$ cat config.mk
export PLATFORM = sky130hd
export DESIGN_NAME = irq_pending_arbiter
export DESIGN_NICKNAME = d
export VERILOG_FILES = /design/src/rtl/irq_pending_arbiter.sv
export SDC_FILE = /design/constraint.sdc
export NUM_CORES = 1
export LEC_CHECK = 0
export CAP_MARGIN = 20
export CORE_MARGIN = 2
export CORE_UTILIZATION = 39
export DETAILED_ROUTE_END_ITERATION = 8
export PLACE_DENSITY = 0.74
export SLEW_MARGIN = 20
export SYNTH_ARGS = -nofsm -noshare
export SYNTH_HDL_FRONTEND = slang
export SYNTH_SLANG_ARGS = --single-unit
$ cat constraint.sdc
create_clock -name clk_i -period 1.4 [get_ports clk_i]
set_input_delay 0.21 -clock clk_i [delete_from_list [all_inputs] [get_ports clk_i]]
set_output_delay 0.21 -clock clk_i [all_outputs]
set_load 0.02 [all_outputs]
$ cat src/rtl/irq_pending_arbiter.sv
// irq_pending_arbiter: captures interrupt request events into a pending vector
// and offers the highest-priority eligible channel over a valid/ready handshake.
//
// Ports:
//   clk_i        - single clock, all state updates on the rising edge
//   rst_n_i      - asynchronous active-low reset
//   req_i[7:0]   - request lines (bit 7 highest priority)
//   mask_i[7:0]  - 1 = channel excluded from arbitration (still captured)
//   en_i         - arbitration enable
//   irq_valid_o  - a granted channel id is offered
//   irq_id_o     - offered channel index
//   irq_ready_i  - consumer accepts the offer
//   pending_o    - registered pending vector
//   overflow_o   - sticky lost-event flag (edge mode only)
//   clear_ovf_i  - clears overflow_o
module irq_pending_arbiter #(
    parameter bit EDGE_MODE = 1'b1
) (
    input  logic       clk_i,
    input  logic       rst_n_i,
    input  logic [7:0] req_i,
    input  logic [7:0] mask_i,
    input  logic       en_i,
    output logic       irq_valid_o,
    output logic [2:0] irq_id_o,
    input  logic       irq_ready_i,
    output logic [7:0] pending_o,
    output logic       overflow_o,
    input  logic       clear_ovf_i
);

    typedef enum logic [0:0] {StIdle = 1'b0, StOffer = 1'b1} state_e;

    state_e     r_state;
    state_e     w_state_d;
    logic [2:0] r_id;
    logic [2:0] w_id_d;
    logic [7:0] r_pending;
    logic [7:0] w_pending_d;
    logic [7:0] r_req_q;
    logic       r_ovf;
    logic       w_ovf_d;

    logic [7:0] w_set_evt;
    logic       w_accept;
    logic [7:0] w_clr;
    logic [7:0] w_eligible;
    logic       w_grant;
    logic [2:0] w_id_sel;
    logic       w_ovf_evt;

    // Event detection and pending bookkeeping
    assign w_set_evt  = EDGE_MODE ? (req_i & ~r_req_q) : req_i;
    assign w_accept   = (r_state == StOffer) && irq_ready_i;
    assign w_clr      = w_accept ? (8'h01 << r_id) : 8'h00;
    // Set wins over a same-cycle acceptance clear
    assign w_pending_d = (r_pending & ~w_clr) | w_set_evt;
    // A new event on a channel still pending (and not leaving) is a lost event
    assign w_ovf_evt  = EDGE_MODE && (|(w_set_evt & r_pending & ~w_clr));
    assign w_ovf_d    = w_ovf_evt | (r_ovf & ~clear_ovf_i);

    assign w_eligible = r_pending & ~mask_i;
    assign w_grant    = en_i && (|w_eligible);

    // Priority encoder: later iterations overwrite, so the highest set bit wins
    always_comb begin
        w_id_sel = 3'd0;
        for (int i = 0; i < 8; i++) begin
            if (w_eligible[i]) begin
                w_id_sel = 3'(i);
            end
        end
    end

    // State register
    always_ff @(posedge clk_i or negedge rst_n_i) begin
        if (!rst_n_i) begin
            r_state   <= StIdle;
            r_id      <= 3'd0;
            r_pending <= 8'h00;
            r_req_q   <= 8'h00;
            r_ovf     <= 1'b0;
        end else begin
            r_state   <= w_state_d;
            r_id      <= w_id_d;
            r_pending <= w_pending_d;
            r_req_q   <= req_i;
            r_ovf     <= w_ovf_d;
        end
    end

    // Next-state logic
    always_comb begin
        w_state_d = r_state;
        unique case (r_state)
            StIdle:  if (w_grant) w_state_d = StOffer;
            StOffer: if (irq_ready_i) w_state_d = StIdle;
            default: w_state_d = StIdle;
        endcase
    end

    // Output logic: id is latched only when leaving IDLE, held through OFFER
    always_comb begin
        w_id_d = r_id;
        if ((r_state == StIdle) && w_grant) begin
            w_id_d = w_id_sel;
        end
    end

    assign irq_valid_o = (r_state == StOffer);
    assign irq_id_o    = r_id;
    assign pending_o   = r_pending;
    assign overflow_o  = r_ovf;

endmodule
==> run_results.csv <==
group,metric,value,unit
run_status,status,"finished, violations left",
run_status,violations,"setup timing",
sta,holdWs,0.233,ns
floorplan,initial_utilization,41.8,%
placed_design,place.port_buffers,33,
global_routing,use_met3,3.95,%
logic_synthesis,yosysMostFrequentCell,"dfrtp_1",
hold_path,min_path_type,"primary input to async pin",
job,drv_cap,0,
cts,cts_root_buf,"clkbuf_4",
cts,path_clk_slew,0.11,ns
final_layout,diodes,0,
route,drtIter0Drc,7,
sta,worstMarginPinSlew,0.323,ns
route,ant_nets,0,
final_layout,syn_to_final_growth,65.5,%
cts,cts_tree,"done",
global_routing,grt_use_met2,34.4,%
route,vias,834,
worst_setup_path,crit_path_start_kind,"register",
logic_synthesis,synthTopCellsByArea,"dfrtp_1 (56%), nand2b_1 (7.4%), mux2_4 (4.8%)",
logic_synthesis,avgSynthCellArea,11.3,um2
power,swShare,33.9,%
final_layout,final_core_util,69.2,%
logic_synthesis,ys_top_cells_by_count,"dfrtp_1 (21), nand2b_1 (11), nand2_1 (10)",
power,p_per_area,1220,nW/um2
global_routing,met1_usage,22.2,%
power,peakVddDrop,0.000860,V
global_routing,grt_pass1_wl,3850,um
logic_synthesis,netlist_instances,83,
logic_synthesis,yosysWarnings,0,
cts,cts.sinks,21,
worst_setup_path,crit_required,1.57,ns
sta,drv_slew,0,
final_layout,finalNonFillerCells,174,
sta,setup_viol_count_final,5,
floorplan,die_area,2800,um2
placed_design,place_area,1490,um2
sta,setup_ws,-0.244,ns
logic_synthesis,ys_seq_area_share,56.2,%
global_routing,antenna_found_initial,0,
power,pwr-share-seq,41.1,%
global_routing,grt_max_degree,22,
placed_design,hpwl,1910,um
logic_synthesis,async_flop_share,100,%
floorplan,row_count,17,
worst_setup_path,cp_max_fo,3,
power,p_leak,0.673,nW
global_routing,grt_usage,19.3,%
floorplan,fp.dieH,53.0,um
placed_design,pre_cts_ws,-0.532,ns
route,wl_per_cell,14.2,um
power,p_sw,637,uW
floorplan,dieWidth,53.0,um
sta,clock.fmax,0.608,GHz
route,vias_per_cell,4.79,
sta,rsz0062_at_grt,"true",
placed_design,place_inst,168,
worst_setup_path,r2r-start,"irq_id_o[2]",
sta,finalClockSkew,0.00280,ns
sta,period_needed,1.64,ns
logic_synthesis,synth_edf_count,0,
logic_synthesis,synth_top_area_cell,"dfrtp_1",
worst_setup_path,cp-startpoint,"irq_id_o[2]",
route,drc,0,
sta,worst_slew_margin_rel,78.4,%
cts,cts_htree_levels,1,
logic_synthesis,synth_fp_nets,104,
cts,insertion_delay,0.31,ns
power,clockPowerShare,15.5,%
sta,hold_viol,0,
logic_synthesis,synth_top_area_share,56.2,%
logic_synthesis,synth-seq-cells,21,
global_routing,gr-max-usage-layer,"met2",
final_layout,post-route-cell-area,1550,um2
route,dr.pass1.iters,3,
logic_synthesis,synth_ff_type,"dfrtp_1",
placed_design,gp_congestion,0.761,
worst_setup_path,worstSetupPathType,"register to register",
floorplan,coreArea,2230,um2
final_layout,nets,168,
final_layout,drive_gt1_share,34.2,%
logic_synthesis,netlist_area,935,um2
sta,min_period_over_period,117,%
cts,cts_buffer_depth,2,
global_routing,grt_pass1_vias,943,
cts,cts_buffers,3,
power,power.share.combinational,43.4,%
worst_setup_path,endpoint_kind,"register",
cts,ctsHoldBuffers,0,
logic_synthesis,synth.distinct_cells,22,
power,p_int,1.24,mW
route,finalWirelength,2470,um
worst_setup_path,cp.arrival,1.82,ns
global_routing,grt-ovfl-total,0,
floorplan,ios,34,
## cell type report
type,count,area (um2)
Timing Repair Buffer,59,504
Tap cell,28,35.0
Multi-Input combinational cell,58,437
Inverter,4,15.0
Clock buffer,4,26.3
Fill cell,191,687
Sequential cell,21,529
## power groups by stage
stage | clock network, mW | registers, mW | logic, mW
5_1_grt | 0.321 | 0.784 | 0.885
3_3_place_gp | 0 | 0.771 | 0.806
6_report | 0.292 | 0.772 | 0.816
4_1_cts | 0.304 | 0.768 | 0.805
3_5_place_dp | 0 | 0.774 | 0.823
2_1_floorplan | 0 | 0.870 | 0.245
## sequential cells by signal, summed over array words and instances (netlist names)
| name | cells |
|---|---|
| pending_o | 8 |
| irq_valid_o | 1 |
| overflow_o | 1 |
| r_req_q | 8 |
| irq_id_o | 3 |
## placed cells by master (no fill, tap or decap)
cell type,instances
clkdlybuf4s15_1,5
o21ai_0,3
clkdlybuf4s50_1,20
nand2_1,10
clkbuf_2,1
clkbuf_4,3
nor2b_1,5
o31ai_2,2
nor4_2,1
mux2_4,3
o211a_4,1
o21ai_2,2
buf_4,26
nor2b_4,2
o21bai_1,1
o21ai_1,2
or2_1,2
nand3b_1,1
nand3_2,1
o22ai_2,1
nand2b_1,11
o22ai_1,2
dfrtp_2,3
nand2b_4,1
dfrtp_1,18
and4b_1,1
o221ai_1,1
inv_1,4
o31ai_1,1
a21oi_1,3
clkbuf_1,1
dlygate4sd2_1,5
nor2_4,1
buf_2,2
## final timing paths
path / to / slack [ns] / cells after the start
min in group clk_i: r_req_q[4] / 0.36 / 1
worst min register to register: pending_o[5] / 0.47 / 1
worst min-delay path: irq_valid_o / 0.23 / 2
max in group asynchronous: pending_o[5] / 0.93 / 2
worst max register to register: overflow_o / -0.24 / 5
worst max-delay path: overflow_o / -0.24 / 5
## per-layer routing
layer  up-vias  wire [um]  part of all wire, %
met1       396        999                   40
li1        415          -                    -
met3         2        105                  4.2
met2        21       1350                   55
met5         -          0                    0
met4         0         17                 0.69
## logic make-up (layout without fill, tap and decap cells)
family / after synthesis / after routing / synth area share [%]
multiplexers: 3 / 3 / 4.82
buffers and inverters: 4 / 67 / 1.61
AO/OA/AOI/OAI: 19 / 19 / 13.4
flip-flops: 21 / 21 / 56.2
AND/OR/NAND/NOR: 36 / 36 / 24.0
## critical path, cell delays in order (launching register included)
cell      delay [ns]
dfrtp_1         0.41
nand3b_1        0.23
o31ai_2         0.31
o22ai_2         0.12
nor4_2          0.28
o221ai_1        0.16
## timing repair
item	in CTS	in global routing
endpoints found under the setup margin	18	13
hold endpoints to repair	0	0
resized for setup	26	13
cloned	0	0
pin swaps	1	1
setup buffers	1	1
## per-stage QoR
step	TNS (ns)	total power, mW
after floorplan	-0.779	1.11
after CTS	-0.859	1.88
final	-0.849	1.88
after detailed placement	-2.95	1.60
after global placement	-2.46	1.58
after global routing	-1.05	1.99
Note: power is estimated with default switching activity, not from simulation.
